<file path="src/rtl/dm9000a_pkg.sv">
// Shared types and default bus timing for the DM9000A host-bus engine.
package dm9000a_pkg;

    typedef enum logic [2:0] {
        ST_IDLE,
        ST_SETUP,
        ST_STROBE,
        ST_HOLD,
        ST_RECOVER
    } state_t;

    localparam int DM9000A_T_SETUP   = 1;
    localparam int DM9000A_T_STROBE  = 2;
    localparam int DM9000A_T_HOLD    = 1;
    localparam int DM9000A_T_RECOVER = 2;

    localparam logic CMD_INDEX = 1'b0;
    localparam logic CMD_DATA  = 1'b1;

endpackage

</file>
<file path="src/rtl/dm9000a_int_sync.sv">
// Interrupt pin synchroniser: polarity normalisation, INT_SYNC-deep chain and rise detect.
module dm9000a_int_sync #(
    parameter int INT_SYNC     = 2,
    parameter int INT_ACT_HIGH = 1
) (
    input  logic clk,
    input  logic reset,
    input  logic pin,
    output logic level,
    output logic rise
);

    logic [INT_SYNC-1:0] sync;
    logic                norm;

    assign norm  = (INT_ACT_HIGH != 0) ? pin : ~pin;
    assign level = sync[INT_SYNC-1];

    always_ff @(posedge clk) begin
        if (reset) begin
            sync <= '0;
            rise <= 1'b0;
        end else begin
            sync <= {sync[INT_SYNC-2:0], norm};
            // Registered alongside the last stage so the pulse lines up with level rising.
            rise <= sync[INT_SYNC-2] & ~sync[INT_SYNC-1];
        end
    end

endmodule

</file>
<file path="src/rtl/dm9000a_bus_engine.sv">
// Timed CS#/CMD/IOR#/IOW# access engine for the DM9000A, plus interrupt synchronisation.
//   state      | meaning
//   IDLE       | ready for a request, bus released
//   SETUP      | CS#/CMD (and write data) valid ahead of the strobe
//   STROBE     | IOR# or IOW# low; read data sampled on the last edge
//   HOLD       | strobes released, CS#/CMD/data held
//   RECOVER    | CS# high, bus released before the next access
module dm9000a_bus_engine
    import dm9000a_pkg::*;
#(
    parameter int DATA_W       = 16,
    parameter int T_SETUP      = DM9000A_T_SETUP,
    parameter int T_STROBE     = DM9000A_T_STROBE,
    parameter int T_HOLD       = DM9000A_T_HOLD,
    parameter int T_RECOVER    = DM9000A_T_RECOVER,
    parameter int INT_SYNC     = 2,
    parameter int INT_ACT_HIGH = 1
) (
    input  logic              iDm9000aClk,
    input  logic              iReset,
    input  logic              iReqValid,
    output logic              oReqReady,
    input  logic              iReqWrite,
    input  logic              iReqCmd,
    input  logic [DATA_W-1:0] iReqData,
    output logic              oRspValid,
    output logic [DATA_W-1:0] oRspData,
    output logic              oBusy,
    input  logic [DATA_W-1:0] iBusData,
    output logic [DATA_W-1:0] oBusData,
    output logic              oBusOutEn,
    output logic              oCs,
    output logic              oCmd,
    output logic              oIor,
    output logic              oIow,
    input  logic              iInt,
    output logic              oInt,
    output logic              oIntRise
);

    localparam int T_MAX_SS = (T_SETUP > T_STROBE) ? T_SETUP : T_STROBE;
    localparam int T_MAX_HR = (T_HOLD > T_RECOVER) ? T_HOLD : T_RECOVER;
    localparam int T_MAX    = (T_MAX_SS > T_MAX_HR) ? T_MAX_SS : T_MAX_HR;
    localparam int CNT_W    = (T_MAX > 1) ? $clog2(T_MAX) : 1;

    localparam logic [CNT_W-1:0] LD_SETUP   = CNT_W'(T_SETUP - 1);
    localparam logic [CNT_W-1:0] LD_STROBE  = CNT_W'(T_STROBE - 1);
    localparam logic [CNT_W-1:0] LD_HOLD    = CNT_W'(T_HOLD - 1);
    localparam logic [CNT_W-1:0] LD_RECOVER = CNT_W'(T_RECOVER - 1);

    state_t           state;
    logic [CNT_W-1:0] cnt;
    logic             wr;
    logic             cnt_done;

    assign cnt_done  = (cnt == '0);
    assign oReqReady = (state == ST_IDLE) && !iReset;

    always_ff @(posedge iDm9000aClk) begin
        if (iReset) begin
            state     <= ST_IDLE;
            cnt       <= '0;
            wr        <= 1'b0;
            oCs       <= 1'b1;
            oCmd      <= CMD_DATA;
            oIor      <= 1'b1;
            oIow      <= 1'b1;
            oBusOutEn <= 1'b0;
            oBusData  <= '0;
            oRspValid <= 1'b0;
            oRspData  <= '0;
            oBusy     <= 1'b0;
        end else begin
            oRspValid <= 1'b0;
            case (state)
                ST_IDLE: begin
                    if (iReqValid) begin
                        state     <= ST_SETUP;
                        cnt       <= LD_SETUP;
                        wr        <= iReqWrite;
                        oCs       <= 1'b0;
                        oCmd      <= iReqCmd;
                        oBusOutEn <= iReqWrite;
                        oBusData  <= iReqWrite ? iReqData : '0;
                        oBusy     <= 1'b1;
                    end
                end
                ST_SETUP: begin
                    if (cnt_done) begin
                        state <= ST_STROBE;
                        cnt   <= LD_STROBE;
                        oIor  <= wr;
                        oIow  <= ~wr;
                    end else begin
                        cnt <= cnt - CNT_W'(1);
                    end
                end
                ST_STROBE: begin
                    if (cnt_done) begin
                        state <= ST_HOLD;
                        cnt   <= LD_HOLD;
                        oIor  <= 1'b1;
                        oIow  <= 1'b1;
                        if (!wr) begin
                            oRspData  <= iBusData;
                            oRspValid <= 1'b1;
                        end
                    end else begin
                        cnt <= cnt - CNT_W'(1);
                    end
                end
                ST_HOLD: begin
                    if (cnt_done) begin
                        state     <= ST_RECOVER;
                        cnt       <= LD_RECOVER;
                        oCs       <= 1'b1;
                        oCmd      <= CMD_DATA;
                        oBusOutEn <= 1'b0;
                        oBusData  <= '0;
                    end else begin
                        cnt <= cnt - CNT_W'(1);
                    end
                end
                ST_RECOVER: begin
                    if (cnt_done) begin
                        state <= ST_IDLE;
                        oBusy <= 1'b0;
                    end else begin
                        cnt <= cnt - CNT_W'(1);
                    end
                end
                default: begin
                    state <= ST_IDLE;
                end
            endcase
        end
    end

    dm9000a_int_sync #(
        .INT_SYNC     (INT_SYNC),
        .INT_ACT_HIGH (INT_ACT_HIGH)
    ) u_int_sync (
        .clk   (iDm9000aClk),
        .reset (iReset),
        .pin   (iInt),
        .level (oInt),
        .rise  (oIntRise)
    );

endmodule

</file>
<file path="config.mk">
export PLATFORM = sky130hd
export DESIGN_NAME = dm9000a_bus_engine
export DESIGN_NICKNAME = d
export VERILOG_FILES = /design/src/rtl/dm9000a_pkg.sv /design/src/rtl/dm9000a_int_sync.sv /design/src/rtl/dm9000a_bus_engine.sv
export SDC_FILE = /design/constraint.sdc
export NUM_CORES = 1
export LEC_CHECK = 0
export CAP_MARGIN = 5
export CORE_UTILIZATION = 30
export CTS_BUF_LIST = sky130_fd_sc_hd__clkbuf_8
export DETAILED_ROUTE_END_ITERATION = 8
export GPL_TIMING_DRIVEN = 0
export PLACE_DENSITY = 0.57
export SKIP_CTS_REPAIR_TIMING = 1
export SLEW_MARGIN = 20
export SYNTH_ARGS = -nofsm -noshare
export SYNTH_HDL_FRONTEND = slang
export SYNTH_SLANG_ARGS = --single-unit
</file>
<file path="constraint.sdc">
create_clock -name iDm9000aClk -period 3.3 [get_ports iDm9000aClk]
set_input_delay 0.99 -clock iDm9000aClk [delete_from_list [all_inputs] [get_ports iDm9000aClk]]
set_output_delay 0.99 -clock iDm9000aClk [all_outputs]
set_load 0.01 [all_outputs]
</file>
# == After elaboration in Yosys (flattened, before gate mapping) ==
# Index checks and enable logic that the tools add are counted.
# word_totals
out_inout_bits,42
in_bits,38
reg_bits,47
elab_cells,74
# classes
add_sub_neg,1
bitwise_logic,5
mux,28
eq_ne,9
reduce_logical,17
# op_table
cell,n
two-way mux 16 bit,3
one-hot mux 16 bit (2 select lines),1
two-way mux 3 bit,5
one-hot mux 3 bit (5 select lines),1
one-hot mux 1 bit (2 select lines),6
AND reduction 3 bit,4
two-way mux 1 bit,11
inequality test 2 bit (second input constant),5
== test 3 x 2 -> 1 bit (second input constant),2
nonzero test 2 bit,3
AND reduction 5 bit,1
inverter 1 bit,4
AND reduction 2 bit,2
OR reduction 2 bit,2
== test 3 x 1 -> 1 bit (second input constant),1
== test 3 bit (second input constant),1
logical NOT 3 bit,1
one-hot mux 1 bit (3 select lines),1
nonzero test 3 bit,1
OR reduction 3 bit,1
AND 1 bit,1
logical AND 1 bit,1
logical NOT 1 bit,1
subtractor 1 bit (second input constant),1

# == Logic depth before layout (Yosys ltp) ==
# depth
word_depth,4
mapped_depth,6
ltp_nobuf,3

# == Hierarchy ==
# Synthesis repeated with hierarchy kept, for this count alone.
# unflattened
hier_cells,178
hier_area_um2,1914.3
# modules_own_cells
mod,instances,area_per_inst_um2,seq_area_each_um2,cells_each
dm9000a_bus_engine,1,1829.3,880.8,172
dm9000a_int_sync,1,85.1,60.1,6

# == Worst setup path after synthesis ==
# OpenSTA, ideal clock, no wires.
# synth_path
kind,input port to output port
startpoint,in iReset
endpoint,out oReqReady
path_buffers,2
path_slack_ns,0.608
t_arrival_ns,1.702
cell_stages,3
t_required_ns,2.310
path_cell_list,clkbuf_1 -> clkbuf_1 -> nor4_1
# synth_via
elab_chain_len,2
# synth_lines
item,line,rtl
start: declaration,dm9000a_bus_engine.sv:20,"input logic iReset,"
logical NOT 1 bit,dm9000a_bus_engine.sv:57,assign oReqReady = (state == ST_IDLE) && !iReset;
logical AND 1 bit,dm9000a_bus_engine.sv:57,
end: declaration,dm9000a_bus_engine.sv:22,"output logic oReqReady,"
# Every way passes these cells.

# == Worst setup path in the final report ==
# Ends and elaborated chain as after synthesis.

==> metrics <==
CP Cell Sequence dlymetal6s2s_1 -> buf_4 -> clkbuf_4 -> nor4_2 -> clkbuf_2; Worst Path Arrival 1.85 ns; Util after Layout 0.485; placed cell count 332; first-pass iteration count of the detailed router 4; CP startpoint kind primary input; Max Clk Rate 352 MHz; WL met2 1800 µm; Worst setup EP type output port; clock-pin slew on the worst setup and hold paths 0.09 ns; Seq/Total Area, Yosys 0.493; HP Start u_int_sync.sync[1]; Area growth syn-to-layout 53.1%; Critical Path Source iReset; global-route wire length before repair 6600 µm; All-Layer GR Usage 0.129; status complete, no violations; post-route cell area 2920 µm²; DRC viols 0; Mapped Area 1910 µm²; Max-Cap Viols 0; Pleak 1.10 nW; DR vias 1588; Filler cells 591; CP peak stage delay 0.19 ns; I/O Pins 80; WL met3 399 µm; chip width 81.8 µm; CTS Sinks 47; DP Area 2790 µm²; cell count after synthesis 178; Initial Util 0.317; required time of the critical path 2.31 ns; post-layout instance count excluding filler cells 340; Main synth FF type dfxtp_1; clk root buf clkbuf_8; Yosys warning total 0; Yosys cell types 32; ant diodes 0; die area 6680 µm²; period utilisation layout 0.862; FF-to-FF Start state[1]; fraction of registers with async set/reset 0; Mean Syn Cell Area 10.7 µm²; Inserted Clock Buffers 5; Pins Over Slew Limit 0; Max FO, Critical Path 10; Clock Path Buffers 2; worst skew pair latency 0.30 ns; Final Wtd Congestion 0.725; Setup Viol. Count Final 0; Rel. slew slack 0.649; syn_nets 216; unrepaired setup endpoints after global routing no; post-DR wirelength/cell 12.6 µm; grt ovf 0; Setup CP Type in -> out; Worst-Margin Slew 0.527 ns; antenna viol nets, final 0; Rows 28; VDD IR max 0.221 mV; Period minus WS final 2.84 ns; DRT met1 WL 2010 µm; drt first-iter violations 39; CTS tree yes; Max Used Layer met4; Vias/cell 4.67; number of global-route vias before repair 1430; Fin Clk Skew 0.00629 ns; Port Buffer Count 79; DP Wirelength 3020 µm; Hold WC Path Type reg -> reg; initial antenna violation count 0; Slowest cell on crit path buf_4; Hold Violations, Final 0; Nets 302; core area 6030 µm²; H-tree depth reported by CTS 2; pwr/cell area 527 nW/µm²; DRT Wirelength 4280 µm; largest net degree at the start of global routing 15; register bit total from synthesis 47; Die Ht 81.8 µm; layout cells sized above 1 0.117; Post-synth EDFFs 0
area by class of cell:
cell class	count	area [µm²]	share of cell area
Timing Repair Buffer	79	788	0.270
Sequential cell	47	941	0.322
Inverter	3	11.3	0.00385
Buffer	16	120	0.0411
Clock inverter	2	35.0	0.0120
Tap cell	75	93.8	0.0321
Multi-Input combinational cell	112	850	0.291
Clock buffer	6	82.6	0.0283
kinds of logic (layout without fill, tap and decap cells):
logic type                after synthesis  count (layout)  share of synthesized area
and+or+nand+nor                        61              61                      0.197
DFF                                    47              47                      0.493
AOI/OAI and AO/OA                      33              33                      0.151
buffers and inverters                  19             106                     0.0649
muxes                                  17              17                     0.0892
xor gates and xnor gates                1               1                    0.00459
path summary, 6_finish.rpt:
kind / endpoint / slack (ns) / depth (start not counted)
max: oReqReady / 0.46 / 5
max reg2reg: oCmd / 1.74 / 5
min reg2reg: u_int_sync.rise / 0.41 / 1
min: u_int_sync.rise / 0.41 / 1
power breakdown:
group          switching [mW]  leakage, nW  internal [mW]
registers              0.0322        0.383          0.629
logic                   0.195        0.658          0.247
clock network           0.190       0.0612          0.245
synth_stat cells (3+ instances only):
library cell	number	share of area
clkbuf_1	8	0.016
nor3_1	5	0.013
a22o_2	9	0.047
mux2i_1	17	0.089
nor2b_1	6	0.020
a22o_1	7	0.032
inv_1	3	0.0059
nand2b_1	33	0.11
nor2_1	6	0.012
a21oi_1	5	0.013
buf_6	4	0.024
dfxtp_1	47	0.49
per-stage QoR:
stage | TNS (ns) | setup WS, ns | total power [mW] | hold WS [ns]
floorplan | 0 | 0.608 | 0.926 | 0.440
global placement | -0.644 | -0.644 | 1.12 | 0.404
detailed placement | -0.632 | -0.632 | 1.12 | 0.403
CTS | -0.644 | -0.644 | 1.57 | 0.417
global route | 0 | 0.326 | 1.63 | 0.438
finish | 0 | 0.456 | 1.54 | 0.410
sequential cells by signal (all words and copies together) (netlist names):
name,flops
cnt,1
oBusData,16
oBusOutEn,1
oBusy,1
oCmd,1
oCs,1
oIor,1
oIow,1
oRspData,16
oRspValid,1
state,3
u_int_sync.rise,1
u_int_sync.sync,2
wr,1
per-layer routing:
layer / track usage / vias up
li1: - / 790
met1: 0.164 / 725
met2: 0.201 / 65
met3: 0.0411 / 8
met4: 0.0526 / 0
met5: 0 / -
placed cells by master (no fill, tap or decap), types with 2 or more instances in the layout:
cell / count
o21ai_0: 2
clkdlybuf4s50_1: 77
buf_6: 4
nor2_1: 6
nand2b_1: 33
clkbuf_8: 6
clkbuf_1: 6
nor3_1: 5
mux2i_1: 17
dfxtp_1: 47
nand2_1: 2
buf_4: 2
inv_1: 3
a21oi_1: 5
nor2b_1: 6
a21o_1: 2
nor3b_1: 2
buf_2: 2
a22o_1: 7
o32a_1: 2
nand3_1: 2
a22o_2: 9
worst max-delay path, delay by kind of cell:
family                 cells  cell delay (ns)
buffers and inverters      4             0.73
AND/OR/NAND/NOR            1             0.13
Power figures use the tool's default switching activity.
